--- src/rtl/keypad_scan_ctrl.sv ---
// 4x4 matrix keypad scanner: column scan, full-snapshot debounce, single-key decode.
// Optional auto-repeat while a single key is held is enabled by defining KEY_REPEAT_EN.
module keypad_scan_ctrl #(
    parameter int unsigned SCAN_CNT       = 100000,
    parameter int unsigned DEBOUNCE_SCANS = 4,
    parameter int unsigned REPEAT_DELAY   = 50,
    parameter int unsigned REPEAT_RATE    = 10
) (
    input  logic       clk,
    input  logic       clr,
    input  logic [3:0] row,
    output logic [3:0] col,
    output logic       key_valid,
    output logic [3:0] key_code,
    output logic       key_down
);

    localparam int unsigned       SLOT_W    = (SCAN_CNT > 1) ? $clog2(SCAN_CNT) : 1;
    localparam logic [SLOT_W-1:0] SLOT_LAST = SLOT_W'(SCAN_CNT - 1);
    localparam logic [3:0]        DEB_MAX   = 4'(DEBOUNCE_SCANS);

    localparam logic [1:0] S_IDLE  = 2'd0;
    localparam logic [1:0] S_HELD  = 2'd1;
    localparam logic [1:0] S_GHOST = 2'd2;

    if (SCAN_CNT < 4 || DEBOUNCE_SCANS < 2 || DEBOUNCE_SCANS > 15 ||
        REPEAT_RATE < 1 || REPEAT_RATE > REPEAT_DELAY) begin : g_param_err
        $error("keypad_scan_ctrl: illegal parameter set");
    end

`ifdef KEY_REPEAT_EN
    localparam int unsigned RPT_W = ($clog2(REPEAT_DELAY + 1) < 6) ? 6 : $clog2(REPEAT_DELAY + 1);
    localparam logic [RPT_W-1:0] RPT_DELAY_V = RPT_W'(REPEAT_DELAY);
    localparam logic [RPT_W-1:0] RPT_RELOAD  = RPT_W'(REPEAT_DELAY - REPEAT_RATE);

    logic [RPT_W-1:0] rpt_cnt;
    logic [RPT_W-1:0] rpt_cnt_nxt;
    logic             raw_single_q;
`endif

    logic [3:0]        row_s1;
    logic [3:0]        row_s2;
    logic [SLOT_W-1:0] slot_cnt;
    logic [1:0]        col_idx;
    logic [15:0]       snap_cur;
    logic [15:0]       prev_snap;
    logic [15:0]       acc_snap;
    logic [3:0]        stable_cnt;
    logic              accept_q;
    logic              sweep_q;

    logic              slot_end_c;
    logic              sweep_end_c;
    logic [15:0]       snap_full_c;
    logic [3:0]        stable_nxt_c;
    logic              single_c;
    logic [3:0]        idx_c;
    logic              raw_single_c;

    logic [1:0]        state;
    logic [1:0]        state_nxt;
    logic              key_valid_nxt;
    logic [3:0]        key_code_nxt;
    logic              key_down_nxt;

    // Merge the current column's rows into the snapshot and evaluate debounce.
    always_comb begin
        slot_end_c  = (slot_cnt == SLOT_LAST);
        sweep_end_c = slot_end_c && (col_idx == 2'd3);
        snap_full_c = snap_cur;
        for (int r = 0; r < 4; r++) begin
            snap_full_c[{2'(r), col_idx}] = ~row_s2[r];
        end
        if (snap_full_c == prev_snap) begin
            stable_nxt_c = (stable_cnt >= DEB_MAX) ? DEB_MAX : stable_cnt + 4'd1;
        end else begin
            stable_nxt_c = 4'd1;
        end
        raw_single_c = (snap_full_c != 16'd0) &&
                       ((snap_full_c & (snap_full_c - 16'd1)) == 16'd0);
    end

    // Row synchronizer, column rotation and sweep bookkeeping.
    always_ff @(posedge clk) begin
        if (!clr) begin
            row_s1     <= 4'hF;
            row_s2     <= 4'hF;
            slot_cnt   <= '0;
            col_idx    <= 2'd0;
            col        <= 4'b1110;
            snap_cur   <= 16'd0;
            prev_snap  <= 16'd0;
            acc_snap   <= 16'd0;
            stable_cnt <= 4'd0;
            accept_q   <= 1'b0;
            sweep_q    <= 1'b0;
`ifdef KEY_REPEAT_EN
            raw_single_q <= 1'b0;
`endif
        end else begin
            row_s1   <= row;
            row_s2   <= row_s1;
            accept_q <= 1'b0;
            sweep_q  <= 1'b0;
            if (slot_end_c) begin
                slot_cnt <= '0;
                col_idx  <= col_idx + 2'd1;
                col      <= {col[2:0], col[3]};
                snap_cur <= snap_full_c;
                if (sweep_end_c) begin
                    prev_snap  <= snap_full_c;
                    stable_cnt <= stable_nxt_c;
                    sweep_q    <= 1'b1;
`ifdef KEY_REPEAT_EN
                    raw_single_q <= raw_single_c;
`endif
                    if (stable_nxt_c == DEB_MAX && stable_cnt != DEB_MAX) begin
                        accept_q <= 1'b1;
                        acc_snap <= snap_full_c;
                    end
                end
            end else begin
                slot_cnt <= slot_cnt + SLOT_W'(1);
            end
        end
    end

    // Decode the accepted snapshot: single-key test and key index.
    always_comb begin
        single_c = (acc_snap != 16'd0) && ((acc_snap & (acc_snap - 16'd1)) == 16'd0);
        idx_c    = 4'd0;
        for (int i = 0; i < 16; i++) begin
            if (acc_snap[i]) begin
                idx_c = 4'(i);
            end
        end
    end

    // Next-state and output logic; transitions only on accepted snapshots.
    always_comb begin
        state_nxt     = state;
        key_valid_nxt = 1'b0;
        key_code_nxt  = key_code;
        key_down_nxt  = key_down;
`ifdef KEY_REPEAT_EN
        rpt_cnt_nxt   = rpt_cnt;
`endif
        case (state)
            S_IDLE: begin
`ifdef KEY_REPEAT_EN
                rpt_cnt_nxt = '0;
`endif
                if (accept_q) begin
                    if (single_c) begin
                        state_nxt     = S_HELD;
                        key_valid_nxt = 1'b1;
                        key_code_nxt  = idx_c;
                        key_down_nxt  = 1'b1;
                    end else if (acc_snap != 16'd0) begin
                        state_nxt = S_GHOST;
                    end
                end
            end
            S_HELD: begin
                if (accept_q && acc_snap == 16'd0) begin
                    state_nxt    = S_IDLE;
                    key_down_nxt = 1'b0;
                end
`ifdef KEY_REPEAT_EN
                else if (sweep_q) begin
                    // Counter clears and pauses whenever the sweep is not a lone key.
                    if (!raw_single_q) begin
                        rpt_cnt_nxt = '0;
                    end else if (rpt_cnt + RPT_W'(1) == RPT_DELAY_V) begin
                        key_valid_nxt = 1'b1;
                        rpt_cnt_nxt   = RPT_RELOAD;
                    end else begin
                        rpt_cnt_nxt = rpt_cnt + RPT_W'(1);
                    end
                end
`endif
            end
            S_GHOST: begin
                if (accept_q && acc_snap == 16'd0) begin
                    state_nxt = S_IDLE;
                end
            end
            default: state_nxt = S_IDLE;
        endcase
    end

    // State and registered outputs.
    always_ff @(posedge clk) begin
        if (!clr) begin
            state     <= S_IDLE;
            key_valid <= 1'b0;
            key_code  <= 4'd0;
            key_down  <= 1'b0;
`ifdef KEY_REPEAT_EN
            rpt_cnt   <= '0;
`endif
        end else begin
            state     <= state_nxt;
            key_valid <= key_valid_nxt;
            key_code  <= key_code_nxt;
            key_down  <= key_down_nxt;
`ifdef KEY_REPEAT_EN
            rpt_cnt   <= rpt_cnt_nxt;
`endif
        end
    end

`ifndef KEY_REPEAT_EN
    logic unused_raw_single;
    assign unused_raw_single = raw_single_c;
`endif

endmodule

--- config.mk ---
export PLATFORM = sky130hd
export DESIGN_NAME = keypad_scan_ctrl
export DESIGN_NICKNAME = d
export VERILOG_FILES = /design/src/rtl/keypad_scan_ctrl.sv
export SDC_FILE = /design/constraint.sdc
export NUM_CORES = 1
export LEC_CHECK = 0
export BUFFER_PORTS_ARGS = -buffer_cell sky130_fd_sc_hd__buf_4
export CORE_MARGIN = 2
export CORE_UTILIZATION = 60
export CTS_CLUSTER_DIAMETER = 150
export DETAILED_ROUTE_END_ITERATION = 16
export PLACE_DENSITY = 0.84
export SYNTH_ARGS = -nofsm -noshare
export SYNTH_HDL_FRONTEND = slang
export SYNTH_SLANG_ARGS = --single-unit
--- constraint.sdc ---
create_clock -name clk -period 7.4 [get_ports clk]
set_input_delay 0.74 -clock clk [delete_from_list [all_inputs] [get_ports clk]]
set_output_delay 0.74 -clock clk [all_outputs]
set_load 0.01 [all_outputs]
==> parameters.txt <==
Parameter                              Value

Status
  Run status ... finished clean

Finish
  Final layout net count ... 565
  Most frequent standard cell in the layout excluding fill and tap cells ... sky130_fd_sc_hd__dfxtp_1
  Proportion of layout cells with a drive suffix above 1 ... 6.49%
  Diodes inserted ... 0
  Relative area change from synthesis to final layout ... 7.81%
  Most used cells in the layout excluding fill and tap cells ... sky130_fd_sc_hd__dfxtp_1 (92), sky130_fd_sc_hd__nand2_1 (85), sky130_fd_sc_hd__nor2_1 (66), sky130_fd_sc_hd__o21ai_0 (31), sky130_fd_sc_hd__and2_1 (28)

Clocking
  Deepest clock path buffer count ... 2
  CTS sink cnt ... approximately 90
  Cells resized by post-CTS repair ... 0
  Clock Root Buffer ... sky130_fd_sc_hd__clkbuf_8
  Register clock-pin slew on the reported worst setup and hold paths ... 0.09 ns
  TritonCTS Buffers ... 9
  CTS hold repair buffers ... 0
  Source-to-sink clock delay at the later pin of the worst-skew pair ... 0.37 ns
  Setup fix buffers added after clock tree synthesis ... 0
  Maximum level of the CTS H-tree ... 3
  CTS tree ... done

STA
  Final Hold Fails ... 0
  Max-slew violation count ... 0
  Maximum clock rate ... 301 MHz
  Post-layout min period ... 3.33 ns
  Slew at the pin closest to its max-slew limit ... about 1.1 ns
  Worst path setup slack after routing ... 4.07 ns
  Worst-case clock skew ... 0.0146 ns
  Slew Limit Headroom ... 25.3%
  Unrepaired setup endpoints after global routing ... no
  Total negative slack ... 0 ns
  Final worst path period share ... 44.9%
  Count of endpoints failing setup in the final report ... 0

Drt
  DR vias ... 3,826
  Mean routed wirelength per cell ... 14.8 um
  Total wire length after detailed routing ... 9680 um
  Post-detailed-route via-to-cell ratio ... 5.85
  Number of search-and-repair iterations in the first detailed-routing pass ... 5
  DRC violations left ... 0
  Post-DRT Antenna Nets ... 0
  DRT iter0 DRCs ... 294

Worst setup path
  Arrival time of the worst setup path ... 3.59 ns
  Worst setup SP type ... register
  Path type of the worst setup path ... register to register
  Maximum cell stage delay along the critical path ... 0.87 ns
  Library cell contributing the largest single delay on the critical path ... sky130_fd_sc_hd__nand3_1
  CP Max Fanout ... 16
  Required time at the endpoint of the critical path ... about 7.7 ns
  Critical-path cell list ... inv_1 -> ha_1 -> and2_1 -> o21ai_0 -> nand4b_1 -> nor4_1 -> nand3_1 -> mux2i_1
  Cell family with the largest share of critical-path delay ... simple AND/OR/NAND/NOR gates
  Buffers plus inverters on the worst setup path ... 1
  Type of element capturing the critical path ... register

Synth
  Top cell type by total area after synthesis ... sky130_fd_sc_hd__dfxtp_1
  Number of distinct library cells after synthesis ... 47
  Syn_nets ... 562
  Fraction of synthesis flops using an asynchronous set or reset pin ... 0%
  Top cells by area, synth ... sky130_fd_sc_hd__dfxtp_1 (41%), sky130_fd_sc_hd__nand2_1 (7.1%), sky130_fd_sc_hd__mux2i_1 (5.6%)
  Most used DFF post-synth ... sky130_fd_sc_hd__dfxtp_1
  Share of the yosys chip area belonging to registers ... 41.2%
  Synth Register Bits ... 92
  Number of enable-type register cells in the synthesized netlist ... 0
  Netlist Area Pre-Place ... 4470 um2
  Yosys warnings ... 0
  Number of instances in the synthesized netlist ... 547
  Synthesized area per cell ... 8.18 um2
  Fraction of synthesized cell area taken by the top area cell type ... 41.2%

Global routing
  Antenna violations before repair ... 0
  Vias in the first global route ... 3,598
  Total gr overflow ... 0
  Global Route Usage Sum ... 24.8%
  Wire length of the first global-routing pass ... 16,700 um
  Maximum number of pins on one net before global-route repair ... 91

Die
  Count of pins on the block boundary ... 16
  Number of rows in the core area ... 31
  Initial Utilization ... 61.7%
  Chip Height ... around 90 um
  Die W ... 90.3 um
  Floorplan Core Area ... 7250 um2
  Die outline area ... 8160 um2

Pwr
  Max IR drop VDD ... around 0.15 mV
  Total power after layout ... 0.000862 W
  Static leakage power ... approximately 1.9 nW
  Power density over the cells ... 179 nW/um2

Placement
  Worst slack after detailed placement ... just over 4 ns
  Number of port buffers ... 15
  Weighted congestion at the end of routability-driven global placement ... ~0.81
  HPWL reported at the end of detailed placement ... between 6000 and 7000 um

Hold path
  Hold Path Class ... register to register

Job
  Max-cap violation count ... 0
-- cell usage after synthesis (3+ instances only) --
cell type	number
sky130_fd_sc_hd__a2111oi_0	3
sky130_fd_sc_hd__a21boi_0	18
sky130_fd_sc_hd__a21oi_1	7
sky130_fd_sc_hd__and2_1	28
sky130_fd_sc_hd__and3_1	7
sky130_fd_sc_hd__and4_1	3
sky130_fd_sc_hd__clkbuf_1	22
sky130_fd_sc_hd__dfxtp_1	92
sky130_fd_sc_hd__ha_1	9
sky130_fd_sc_hd__inv_1	11
sky130_fd_sc_hd__mux2i_1	25
sky130_fd_sc_hd__nand2_1	85
sky130_fd_sc_hd__nand2b_1	9
sky130_fd_sc_hd__nand3_1	18
sky130_fd_sc_hd__nand4_1	5
sky130_fd_sc_hd__nand4b_1	9
sky130_fd_sc_hd__nor2_1	66
sky130_fd_sc_hd__nor2b_1	9
sky130_fd_sc_hd__nor3_1	13
sky130_fd_sc_hd__nor4_1	9
sky130_fd_sc_hd__o21a_1	10
sky130_fd_sc_hd__o21ai_0	31
sky130_fd_sc_hd__or3_1	13
sky130_fd_sc_hd__or4_1	5
sky130_fd_sc_hd__xnor2_1	3
sky130_fd_sc_hd__xor2_1	10
-- flip-flops by register name (all words and copies together), names as in the netlist, 2 cells and up --
register	count
stable_cnt	4
slot_cnt	17
state	2
col	4
prev_snap	16
key_code	4
col_idx	2
row_s1	4
acc_snap	16
row_s2	4
snap_cur	16
-- final timing paths --
| check | cells after the start | from | to | slack [ns] |
|---|---|---|---|---|
| worst max-delay path | 8 | col_idx[0]$_SDFFE_PN0N_ | acc_snap[8]$_SDFFE_PN0P_ | 4.07 |
| worst max register to register | 8 | col_idx[0]$_SDFFE_PN0N_ | acc_snap[8]$_SDFFE_PN0P_ | 4.07 |
| worst min-delay path | 1 | row_s1[0]$_SDFF_PN1_ | row_s2[0]$_SDFF_PN1_ | 0.42 |
| worst min register to register | 1 | row_s1[0]$_SDFF_PN1_ | row_s2[0]$_SDFF_PN1_ | 0.42 |
-- cell families (layout without fill, tap and decap cells) --
| kind of cell | count (synthesis) | after routing | synth area share, % |
|---|---|---|---|
| AOI/OAI and AO/OA | 86 | 86 | 13.0 |
| xor gates and xnor gates | 13 | 13 | 2.55 |
| adders and majority gates | 10 | 10 | 2.74 |
| buffers and inverters | 35 | 43 | 2.99 |
| DFF | 92 | 92 | 41.2 |
| muxes | 25 | 25 | 5.60 |
| and+or+nand+nor | 286 | 286 | 32.0 |
-- stage by stage --
stage	cells	util (%)	hold slack [ns]	instance area [um2]
after floorplan	547	-	0.386	4470
after global placement	638	63.7	0.389	4620
after detailed placement	638	63.7	0.402	4620
after CTS	654	66.5	0.422	4820
after global routing	654	66.5	0.446	4820
final	654	66.5	0.416	4820
-- power breakdown --
| part | internal, W | switching (W) | total, W |
|---|---|---|---|
| Sequential | 0.000498 | 0.00000368 | 0.000502 |
| Combinational | 0.00000812 | 0.0000132 | 0.0000213 |
| Clock | 0.000158 | 0.000181 | 0.000339 |
| Total | 0.000664 | 0.000198 | 0.000862 |
-- area by class of cell --
cell class	count	area, um2
multi-input cells	420	2500
repair buffers	16	120
well taps	99	124
clock buffers	9	124
clock inverters	7	73.8
flip-flops and latches	92	1840
inverters	11	41.3
fillers	617	2430
-- worst register-to-register path, stage by stage, from the launching register on --
cell,delay (ns)
sky130_fd_sc_hd__dfxtp_1,0.37
sky130_fd_sc_hd__inv_1,0.10
sky130_fd_sc_hd__ha_1,0.33
sky130_fd_sc_hd__and2_1,0.21
sky130_fd_sc_hd__o21ai_0,0.17
sky130_fd_sc_hd__nand4b_1,0.12
sky130_fd_sc_hd__nor4_1,0.66
sky130_fd_sc_hd__nand3_1,0.87
sky130_fd_sc_hd__mux2i_1,0.41
-- per-layer routing --
layer  up-vias  GRT usage [%]  wire length [um]
li1       1912              -                 -
met1      1797           32.4              4410
met2       101           41.4              4730
met3        16           4.42               373
met4         0           9.23               165
met5         -              0                 0
(Power assumes the default switching activity.)
